File: config.mk
export PLATFORM = sky130hd
export DESIGN_NAME = fsm_seq_gen_flat
export DESIGN_NICKNAME = d
export VERILOG_FILES = /design/src/rtl/fsm_seq_gen_pkg.sv /design/src/rtl/fsm_seq_gen_if.sv /design/src/rtl/fsm_seq_gen_piso_shift.sv /design/src/rtl/fsm_seq_gen.sv /design/src/flat_wrapper.sv
export SDC_FILE = /design/constraint.sdc
export NUM_CORES = 1
export LEC_CHECK = 0
export ABC_AREA = 1
export CAP_MARGIN = 5
export CELL_PAD_IN_SITES_DETAIL_PLACEMENT = 1
export CELL_PAD_IN_SITES_GLOBAL_PLACEMENT = 2
export CORE_MARGIN = 5
export CORE_UTILIZATION = 32
export DETAILED_ROUTE_END_ITERATION = 10
export MAX_ROUTING_LAYER = met4
export PLACE_DENSITY_LB_ADDON = 0.08
export SYNTH_ARGS = -nofsm -noshare
export SYNTH_HDL_FRONTEND = slang
export SYNTH_HIERARCHICAL = 1
export SYNTH_SLANG_ARGS = --single-unit
File: constraint.sdc
create_clock -name clk -period 3.27 [get_ports clk]
set_input_delay 0.8175 -clock clk [delete_from_list [all_inputs] [get_ports clk]]
set_output_delay 0.8175 -clock clk [all_outputs]
set_load 0.1 [all_outputs]
File: src/rtl/fsm_seq_gen_pkg.sv
// Shared types and width helpers for the serial sequence generator.
package fsm_seq_gen_pkg;

    typedef enum logic [1:0] {
        IDLE  = 2'd0,
        SHIFT = 2'd1,
        GAP   = 2'd2,
        DONE  = 2'd3
    } state_e;

    function automatic int unsigned len_width(input int unsigned width);
        return $clog2(width + 1);
    endfunction

    // Never narrower than one bit, so GAP_CYCLES=0 still yields a legal vector.
    function automatic int unsigned gap_cnt_width(input int unsigned gap_cycles);
        return (gap_cycles > 0) ? $clog2(gap_cycles + 1) : 1;
    endfunction

endpackage

File: src/rtl/fsm_seq_gen_if.sv
// Control and serial-stream bundle between a stimulus master and the generator.
interface fsm_seq_gen_if
    import fsm_seq_gen_pkg::*;
#(
    parameter int unsigned WIDTH = 8,
    parameter int unsigned LEN_W = len_width(WIDTH),
    parameter int unsigned RPT_W = 4
);
    logic             start;
    logic             abort;
    logic [WIDTH-1:0] pattern;
    logic [LEN_W-1:0] len;
    logic [RPT_W-1:0] rpt;
    logic             X;
    logic             x_valid;
    logic             busy;
    logic             done;

    modport master (
        output start, abort, pattern, len, rpt,
        input  X, x_valid, busy, done
    );

    modport slave (
        input  start, abort, pattern, len, rpt,
        output X, x_valid, busy, done
    );
endinterface

File: src/rtl/fsm_seq_gen_piso_shift.sv
// Parallel-in serial-out register; a load left-aligns the active field so its MSB is the output flop.
module piso_shift
    import fsm_seq_gen_pkg::*;
#(
    parameter int unsigned WIDTH = 8,
    parameter int unsigned LEN_W = len_width(WIDTH)
) (
    input  logic             clk,
    input  logic             rst_n,
    input  logic             load_i,
    input  logic             shift_i,
    input  logic [WIDTH-1:0] din_i,
    input  logic [LEN_W-1:0] idx_i,
    output logic             msb_o
);
    logic [WIDTH-1:0] sr_q;
    logic [LEN_W-1:0] align;

    // idx_i is the field length; bits above it fall off the top.
    assign align = LEN_W'(WIDTH) - idx_i;

    always_ff @(posedge clk or negedge rst_n) begin
        if (!rst_n) begin
            sr_q <= '0;
        end else if (load_i) begin
            sr_q <= din_i << align;
        end else if (shift_i) begin
            sr_q <= sr_q << 1;
        end
    end

    assign msb_o = sr_q[WIDTH-1];
endmodule

File: src/rtl/fsm_seq_gen.sv
// Serial sequence generator: shifts a captured pattern out MSB-first with optional gapped repeats.
module fsm_seq_gen
    import fsm_seq_gen_pkg::*;
#(
    parameter int unsigned WIDTH      = 8,
    parameter int unsigned LEN_W      = len_width(WIDTH),
    parameter int unsigned RPT_W      = 4,
    parameter int unsigned GAP_CYCLES = 1
) (
    input  logic          clk,
    input  logic          reset_n,
    fsm_seq_gen_if.slave  bus
);
    localparam int unsigned GW = gap_cnt_width(GAP_CYCLES);
    localparam logic [GW-1:0]    GAP_LOAD = GW'((GAP_CYCLES > 0) ? GAP_CYCLES - 1 : 0);
    localparam logic [LEN_W-1:0] LEN_ONE  = LEN_W'(1);
    localparam logic [RPT_W-1:0] RPT_ONE  = RPT_W'(1);
    localparam logic [GW-1:0]    GAP_ONE  = GW'(1);

    state_e           state_q;
    logic [WIDTH-1:0] pat_q;
    logic [LEN_W-1:0] len_q;
    logic [RPT_W-1:0] rpt_q;
    logic [LEN_W-1:0] bit_cnt_q;
    logic [GW-1:0]    gap_cnt_q;
    logic             x_valid_q;
    logic             busy_q;
    logic             done_q;

    logic [LEN_W-1:0] len_clamp;
    logic             accept;
    logic             last_bit;
    logic             gap_end;
    logic             piso_load;
    logic             piso_shift;
    logic [WIDTH-1:0] piso_din;
    logic [LEN_W-1:0] piso_idx;
    logic             x_bit;

    assign len_clamp = (bus.len > LEN_W'(WIDTH)) ? LEN_W'(WIDTH) : bus.len;
    assign accept    = (state_q == IDLE) && bus.start && !bus.abort;
    assign last_bit  = (state_q == SHIFT) && (bit_cnt_q == '0);
    assign gap_end   = (state_q == GAP) && (gap_cnt_q == '0);

    // Shifter steering mirrors the FSM transitions; loading zeros is how X is forced low.
    always_comb begin
        piso_load  = 1'b0;
        piso_shift = 1'b0;
        piso_din   = '0;
        piso_idx   = len_q;
        if (bus.abort) begin
            piso_load = 1'b1;
        end else if (accept) begin
            piso_load = 1'b1;
            piso_din  = bus.pattern;
            piso_idx  = len_clamp;
        end else if ((state_q == SHIFT) && (bit_cnt_q != '0)) begin
            piso_shift = 1'b1;
        end else if (last_bit) begin
            piso_load = 1'b1;
            if ((rpt_q != '0) && (GAP_CYCLES == 0)) begin
                piso_din = pat_q;
            end
        end else if (gap_end) begin
            piso_load = 1'b1;
            piso_din  = pat_q;
        end
    end

    piso_shift #(
        .WIDTH (WIDTH),
        .LEN_W (LEN_W)
    ) u_piso (
        .clk     (clk),
        .rst_n   (reset_n),
        .load_i  (piso_load),
        .shift_i (piso_shift),
        .din_i   (piso_din),
        .idx_i   (piso_idx),
        .msb_o   (x_bit)
    );

    always_ff @(posedge clk or negedge reset_n) begin
        if (!reset_n) begin
            state_q   <= IDLE;
            pat_q     <= '0;
            len_q     <= '0;
            rpt_q     <= '0;
            bit_cnt_q <= '0;
            gap_cnt_q <= '0;
            x_valid_q <= 1'b0;
            busy_q    <= 1'b0;
            done_q    <= 1'b0;
        end else begin
            done_q <= 1'b0;
            if (bus.abort) begin
                state_q   <= IDLE;
                x_valid_q <= 1'b0;
                busy_q    <= 1'b0;
            end else begin
                unique case (state_q)
                    IDLE: begin
                        if (bus.start) begin
                            pat_q <= bus.pattern;
                            len_q <= len_clamp;
                            rpt_q <= bus.rpt;
                            if (len_clamp == '0) begin
                                state_q <= DONE;
                                done_q  <= 1'b1;
                            end else begin
                                state_q   <= SHIFT;
                                bit_cnt_q <= len_clamp - LEN_ONE;
                                x_valid_q <= 1'b1;
                                busy_q    <= 1'b1;
                            end
                        end
                    end
                    SHIFT: begin
                        if (bit_cnt_q != '0) begin
                            bit_cnt_q <= bit_cnt_q - LEN_ONE;
                        end else if (rpt_q != '0) begin
                            rpt_q <= rpt_q - RPT_ONE;
                            if (GAP_CYCLES > 0) begin
                                state_q   <= GAP;
                                gap_cnt_q <= GAP_LOAD;
                                x_valid_q <= 1'b0;
                            end else begin
                                bit_cnt_q <= len_q - LEN_ONE;
                            end
                        end else begin
                            state_q   <= DONE;
                            x_valid_q <= 1'b0;
                            busy_q    <= 1'b0;
                            done_q    <= 1'b1;
                        end
                    end
                    GAP: begin
                        if (gap_cnt_q != '0) begin
                            gap_cnt_q <= gap_cnt_q - GAP_ONE;
                        end else begin
                            state_q   <= SHIFT;
                            bit_cnt_q <= len_q - LEN_ONE;
                            x_valid_q <= 1'b1;
                        end
                    end
                    DONE: begin
                        state_q <= IDLE;
                    end
                    default: state_q <= IDLE;
                endcase
            end
        end
    end

    assign bus.X       = x_bit;
    assign bus.x_valid = x_valid_q;
    assign bus.busy    = busy_q;
    assign bus.done    = done_q;
endmodule

File: src/flat_wrapper.sv
// flat-port wrapper written by rule: the top's interface ports become plain ports
module fsm_seq_gen_flat import fsm_seq_gen_pkg::*;
#(
    parameter int unsigned WIDTH      = 8,
    parameter int unsigned LEN_W      = len_width(WIDTH),
    parameter int unsigned RPT_W      = 4,
    parameter int unsigned GAP_CYCLES = 1
)
  (clk, reset_n, bus_start, bus_abort, bus_pattern, bus_len, bus_rpt, bus_X, bus_x_valid, bus_busy, bus_done);
  fsm_seq_gen_if #(.WIDTH(WIDTH), .LEN_W(LEN_W), .RPT_W(RPT_W)) bus_i ();
  input  logic clk;
  input  logic reset_n;
  input wire logic [$bits(bus_i.start)-1:0] bus_start;
  input wire logic [$bits(bus_i.abort)-1:0] bus_abort;
  input wire logic [$bits(bus_i.pattern)-1:0] bus_pattern;
  input wire logic [$bits(bus_i.len)-1:0] bus_len;
  input wire logic [$bits(bus_i.rpt)-1:0] bus_rpt;
  output wire logic [$bits(bus_i.X)-1:0] bus_X;
  output wire logic [$bits(bus_i.x_valid)-1:0] bus_x_valid;
  output wire logic [$bits(bus_i.busy)-1:0] bus_busy;
  output wire logic [$bits(bus_i.done)-1:0] bus_done;
  assign bus_i.start = bus_start;
  assign bus_i.abort = bus_abort;
  assign bus_i.pattern = bus_pattern;
  assign bus_i.len = bus_len;
  assign bus_i.rpt = bus_rpt;
  assign bus_X = bus_i.X;
  assign bus_x_valid = bus_i.x_valid;
  assign bus_busy = bus_i.busy;
  assign bus_done = bus_i.done;
  fsm_seq_gen #(.WIDTH(WIDTH), .LEN_W(LEN_W), .RPT_W(RPT_W), .GAP_CYCLES(GAP_CYCLES)) u_core (.clk(clk), .reset_n(reset_n), .bus(bus_i));
endmodule
### Word-level counts from Yosys, hierarchy flattened

Index checks and enable logic that the tools add are counted.

* multiplexer cells: 54
* bitwise gates (word level): 2
* reduce and logical (&&, ||, !) cells: 24
* add/sub/neg operators: 6
* shift-type cells: 1
* equality and inequality tests: 14
* magnitude comparators: 1

Operators with widths (count)
* $mux W8: 7
* $mux W4: 10
* $mux W1: 25
* $sub A4 B1 Y4 const B: 4
* $ne A3 B3 Y1 const B: 5
* $reduce_and A5 Y1: 3
* $ne A2 B2 Y1 const B: 6
* $pmux W4 S3: 1
* $reduce_bool A4 Y1: 3
* $mux W2: 5
* $logic_not A4 Y1: 2
* $pmux W2 S4: 1
* $pmux W4 S2: 1
* $shl A8 B4 Y8: 1
* $pmux W1 S2: 3
* $reduce_and A3 Y1: 2
* $reduce_and A6 Y1: 1
* $reduce_bool A2 Y1: 3
* $reduce_bool A3 Y1: 2
* $logic_and A1 B1 Y1: 5
* $eq A2 B2 Y1 const B: 2
* $gt A4 B4 Y1 const B: 1
* $reduce_and A4 Y1: 1
* $sub A4 B4 Y4 const A: 1
* 6 further kinds: 7

* logic and storage cells: 112
* bits of input ports: 20
* output and inout bits: 4
* flip-flop bits (word level): 34

### Depth between registers and ports, before layout

Gate-level depths: netlist of the first run.

* word-level depth: 9
* gate-level depth with buffers: 18
* mapped depth without buffers: 16

### Cells and area by module

Netlist of the first run, hierarchy kept.

Modules (own cells, without submodules)
* fsm_seq_gen: area each 1646.6 sq um, times used 1, cells an instance 231, sequential area each 625.6 sq um
* piso_shift: area each 706.9 sq um, times used 1, cells an instance 107, sequential area each 200.2 sq um

### Least setup slack after synthesis of the first run

No wires, ideal clock.

* kind: input port to flip-flop
* from: in bus_abort
* to: reg u_core.u_piso.sr_q[7]
* arrival time: 2.707 ns
* library setup time: 0.124 ns
* data required time: 3.146 ns
* setup slack: 0.439 ns
* path buffers: 4
* stages: 16
* path through: buf_4 -> nor2_4 -> nand2_4 -> nor2_1 -> a22o_1 -> buf_6 -> inv_4 -> buf_12 -> ha_1 -> clkbuf_8 -> inv_1 -> nand3_1 -> nand2_1 -> nand2_1 -> nand3_1 -> a21oi_2

* longest elaborated chain between the ends: 7
* elaborated cells between the ends (all ways): 14
* those cells by class: add/sub: 1; shift: 1; mux: 9; reduce/logical: 3

Ends and longest elaborated chain
* from (decl): RTL line flat_wrapper.sv:14 `input wire logic [$bits(bus_i.abort)-1:0] bus_abort;`
* $logic_not A1 Y1: RTL line fsm_seq_gen.sv:41 `assign accept = (state_q == IDLE) && bus.start && !bus.abort;`
* $logic_and A1 B1 Y1: RTL line fsm_seq_gen.sv:41
* $mux W4: RTL line fsm_seq_gen.sv:53 `end else if (accept) begin`
* $mux W4 *: RTL line fsm_seq_gen.sv:51 `if (bus.abort) begin`
* net u_core.piso_idx[0]: RTL line fsm_seq_gen.sv:37 `logic [LEN_W-1:0] piso_idx;`
* $sub A4 B4 Y4 *: RTL line fsm_seq_gen_piso_shift.sv:20 `assign align = LEN_W'(WIDTH) - idx_i;`
* $shl A8 B4 Y8 *: RTL line fsm_seq_gen_piso_shift.sv:26 `sr_q <= din_i << align;`
* $mux W8 *: RTL line fsm_seq_gen_piso_shift.sv:25 `end else if (load_i) begin`
* to (signal assigned): RTL line fsm_seq_gen_piso_shift.sv:26
* to (signal assigned): RTL line fsm_seq_gen_piso_shift.sv:28 `sr_q <= sr_q << 1;`
* to (decl): RTL line fsm_seq_gen_piso_shift.sv:16 `logic [WIDTH-1:0] sr_q;`

Mark *: on every way through the listed nets, which the timed path passes. The rest lies on a longest branch.
A chain may end at the register's enable or synchronous reset.

### Final worst setup path of the first run

* from: in bus_start
* to: reg u_core.u_piso.sr_q[7]

* longest elaborated chain between the ends: 7
* elaborated cells between the ends (all ways): 14
* those cells by class: add/sub: 1; shift: 1; mux: 9; reduce/logical: 3

Ends and longest elaborated chain
* from (decl): RTL line flat_wrapper.sv:13 `input wire logic [$bits(bus_i.start)-1:0] bus_start;`
* $logic_and A1 B1 Y1 (2 in a row): RTL line fsm_seq_gen.sv:41
* $mux W4: RTL line fsm_seq_gen.sv:53
* $mux W4: RTL line fsm_seq_gen.sv:51
* net u_core.piso_idx[0]: RTL line fsm_seq_gen.sv:37
* $sub A4 B4 Y4: RTL line fsm_seq_gen_piso_shift.sv:20
* $shl A8 B4 Y8: RTL line fsm_seq_gen_piso_shift.sv:26
* $mux W8: RTL line fsm_seq_gen_piso_shift.sv:25

The timed path passes the listed nets, and every way through them passes these cells.

==> out/results.md, run 1 <==
- **cell family contributing the most delay on the critical path** buffers and inverters
- **leakage power** 1.35 nW
- **DRC viols** 0
- **routed length on met1** 3420 um
- **crit path launch type** input pin
- **RSZ-0062 raised after global routing** false
- **CP Max Fanout** 13
- **die outline area** 9170 um^2
- **cells along the critical path** clkdlybuf4s50_1 > nand2_4 > nor2_1 > a22o_1 > inv_4 > ha_1 > inv_1 > nand3_1 > nand2_1 > nand2_1 > nand3_1 > a21oi_2
- **worst-case vdd ir drop** 288 uV
- **number of pins with negative max-slew slack in the final report** 0
- **YS warnings** 6
- **worst slew margin relative to its limit** 66.0%
- **routed wire length** 6500 um
- **accumulated negative setup slack** 0 ns
- **worst slack on hold paths** 0.470 ns
- **vias** 2272
- **estimated wirelength of the detail-placed design** 5010 um
- **Post-Syn Area per Cell** 6.96 um^2
- **die height** 95.8 um
- **number of clock sinks** 33
- **share of final-layout standard cells stronger than drive strength 1** 10.9%
- **portion of total power attributed to combinational logic** 61.5%
- **library cell used as clock root buffer** clkbuf_8
- **area of all placed cells without fillers** 2770 um^2
- **category of the most critical setup path** in -> reg
- **met3 wirelength from detailed routing** 186 um
- **Vias/cell** 4.87
- **slowest cell on the critical path** clkdlybuf4s50_1
- **row count** 31
- **Synth top area share** 35.1%
- **Max-Cap Viols** 0
- **top routing layer in use** met4
- **minimum setup slack among reg-to-reg paths** 0.57 ns
- **routed length on met2** 2820 um
- **CTS tree** built
- **initial antenna violation count** 0
- **routed wire length per instance** 13.9 um
- **layout net count** 397
- **count of unique library cells instantiated by Yosys** 32
- **Post-synth EDFFs** 0
- **hold violation count in the final report** 0
- **growth of design area from synthesis to finish** 17.6%
- **Endpoint, Worst Hold** u_core/bus.x_valid
- **CTS Buf Count** 5
- **final period demand of the worst path** 2.88 ns
- **relative contribution of the clock network to total power** 12.4%
- **Reg-to-Reg Start** u_core/state_q[1]
- **cells taking the most area after synthesis** dfrtp_1, nand2_1, nand3_1, nor2_1, o21ai_0
- **total cell area at the placement stage** 2680 um^2
- **buffers from clock root to sink, at most** 2
- **Async SR Flop Fraction** 100%
- **area of the core** 7210 um^2
- **wire length of the first global-routing pass** 11300 um
- **dominant synthesized flop cell** dfrtp_1
- **class of the tightest hold or removal check** reg -> reg
- **sequential fraction of design power** 26.1%
- **Overall Global Routing Usage** 16.3%
- **switch share** 50.1%
- **slew at the pin closest to its max-slew limit** 0.504 ns
- **internal power contribution** 0.00130 W
- **maximum number of pins on one net before global-route repair** 34
- **postcts setup bufs** 0
- **FMAX** 0.348 GHz
- **endpoint arrival time on the critical path** 3.05 ns
- **worst hold stages** 2
- **global-route congestion overflow total** 0
- **Chip Width** 95.8 um
- **Antenna Diode Count** 0
- **instance count of the mapped netlist** 338
- **starting density of the core** 32.6%
- **net switching power** 0.00131 W
- **H-Tree Level Count** 2
- **post-cts gate resize count** 0
- **length of the first detailed-routing pass in iterations** 4
- **Antenna Nets Post-Route** 0
- **netlist area before placement** 2350 um^2
- **FF+latch count, synth** 33
- **power density of the placed cells** 944 nW/um^2
- **violation count after the first detailed-route iteration** 104
- **Boundary Pins** 24
- **CP peak stage delay** 0.61 ns
- **Buf+Inv Stages, Crit Path** 3
- **result of the run** complete, no violations
- **Synth Net Count** 367
- **Seq/Total Area, Yosys** 35.1%
- **Placer Congestion** 0.816
- **endpoint type of the worst setup path** register
- **worst flop-to-flop path endpoint** u_core/u_piso/sr_q[7]
- **logic depth of the worst register-to-register path** 15
- **via count of the first global-routing pass** 2309
- **Final Cycle Share** 87.9%
- **buffers added on ports** 23
- **biggest area consumer among synthesized cells** dfrtp_1
- **number of buffers added to fix hold violations after cts** 0
- **total setup violations reported at the end of the flow** 0
- **worst clock skew** 0.00333 ns
- **register clock-pin slew on the reported worst setup and hold paths** 0.07 ns
- **start point of the worst min-delay path** u_core/bus.x_valid
- **clock latency on the worst-skew pair** 0.29 ns
- **worst endpoint required time** 3.44 ns
-- Yosys cell counts, types with 4 or more instances --
master	n
o21ai_0	26
dfrtp_1	33
nor2_1	41
nor2_4	4
o211ai_1	4
nand2_1	93
nand3_1	34
nand2_2	4
inv_1	29
nand4_1	7
ha_1	9
a21oi_1	24
-- worst min-delay path, stage by stage, from the launching register on --
cell and delay [ns]:
dfrtp_1 0.35, nand2_1 0.05, nand2_1 0.04
-- power groups by stage --
stage	logic (W)	registers, W	clock network (W)
after floorplan	0.00118	0.000793	0
after global placement	0.00160	0.000686	0
after detailed placement	0.00162	0.000691	0
after CTS	0.00163	0.000683	0.000345
after global routing	0.00183	0.000703	0.000362
final	0.00161	0.000682	0.000324
-- stage by stage --
| step | cells | utilization (%) | setup slack [ns] | total power, W |
|---|---|---|---|---|
| 2_1_floorplan | 338 | - | 0.439 | 0.00197 |
| 3_3_place_gp | 460 | 37.2 | 0.209 | 0.00229 |
| 3_5_place_dp | 460 | 37.2 | 0.0762 | 0.00231 |
| 4_1_cts | 467 | 38.4 | 0.364 | 0.00266 |
| 5_1_grt | 467 | 38.4 | 0.158 | 0.00290 |
| 6_report | 467 | 38.4 | 0.394 | 0.00261 |
-- sequential cells by signal, summed over array words and instances, names as in the netlist --
| signal | count |
|---|---|
| u_core/u_piso/sr_q | 8 |
| u_core/bit_cnt_q | 4 |
| u_core/pat_q | 8 |
| u_core/len_q | 4 |
| u_core/bus.x_valid | 1 |
| u_core/bus.done | 1 |
| u_core/rpt_q | 4 |
| u_core/bus.busy | 1 |
| u_core/state_q | 2 |
-- metal layers --
metal | track usage (%) | vias up
met4 | 4.38 | 0
met5 | - | -
met1 | 22.6 | 1069
li1 | - | 1169
met3 | 3.28 | 6
met2 | 24.3 | 28
-- how the worst max path moves through the flow --
stage                         start                     to  slack, ns  cells after the start
after floorplan           bus_abort  u_core/u_piso/sr_q[7]       0.44                     16
after global placement    bus_start  u_core/u_piso/sr_q[7]       0.21                     12
after detailed placement  bus_start  u_core/u_piso/sr_q[7]       0.08                     12
after CTS                 bus_start  u_core/u_piso/sr_q[7]       0.36                     12
after global routing      bus_abort  u_core/u_piso/sr_q[4]       0.16                     13
final                     bus_start  u_core/u_piso/sr_q[7]       0.39                     12
-- area by class of cell --
type                    instances  area (um^2)
flip-flops and latches         33          826
well taps                      99          124
repair buffers                 32          288
clock buffers                   7         86.3
inverters                      33          126
fillers                       944         4450
multi-input cells             263         1320
-- cell usage in the layout, fill, tap and decap left out, types with 4 or more instances in the layout --
cell	Yosys	layout
nand4_1	7	7
buf_4	2	13
clkdlybuf4s50_1	0	19
nor2_1	41	41
o21ai_0	26	26
a21oi_1	24	24
nor2_4	4	4
nand2_1	93	93
nand3_1	34	34
nand2_2	4	4
o211ai_1	4	4
dfrtp_1	33	33
clkbuf_8	1	6
ha_1	9	9
inv_1	29	29
-- cell families (layout without fill, tap and decap cells) --
| group | count (synthesis) | in the layout | share of synthesized area (%) |
|---|---|---|---|
| compound gates | 62 | 62 | 14.8 |
| xor+xnor | 2 | 2 | 0.744 |
| fa+ha+maj | 9 | 9 | 4.78 |
| buf+inv | 42 | 72 | 8.93 |
| flops | 33 | 33 | 35.1 |
| simple gates | 190 | 190 | 35.6 |
Note: power is estimated with default switching activity, not from simulation.
==> inputs of run 2 (changes only) <==
--- a/config.mk
+++ b/config.mk
@@ -6,7 +6,7 @@
 export NUM_CORES = 1
 export LEC_CHECK = 0
 export ABC_AREA = 1
-export CAP_MARGIN = 5
+export CAP_MARGIN = 20
 export CELL_PAD_IN_SITES_DETAIL_PLACEMENT = 1
 export CELL_PAD_IN_SITES_GLOBAL_PLACEMENT = 2
 export CORE_MARGIN = 5
==> results of run 2 <==
The final DEF is identical to that of run 1; final timing and power are the same.
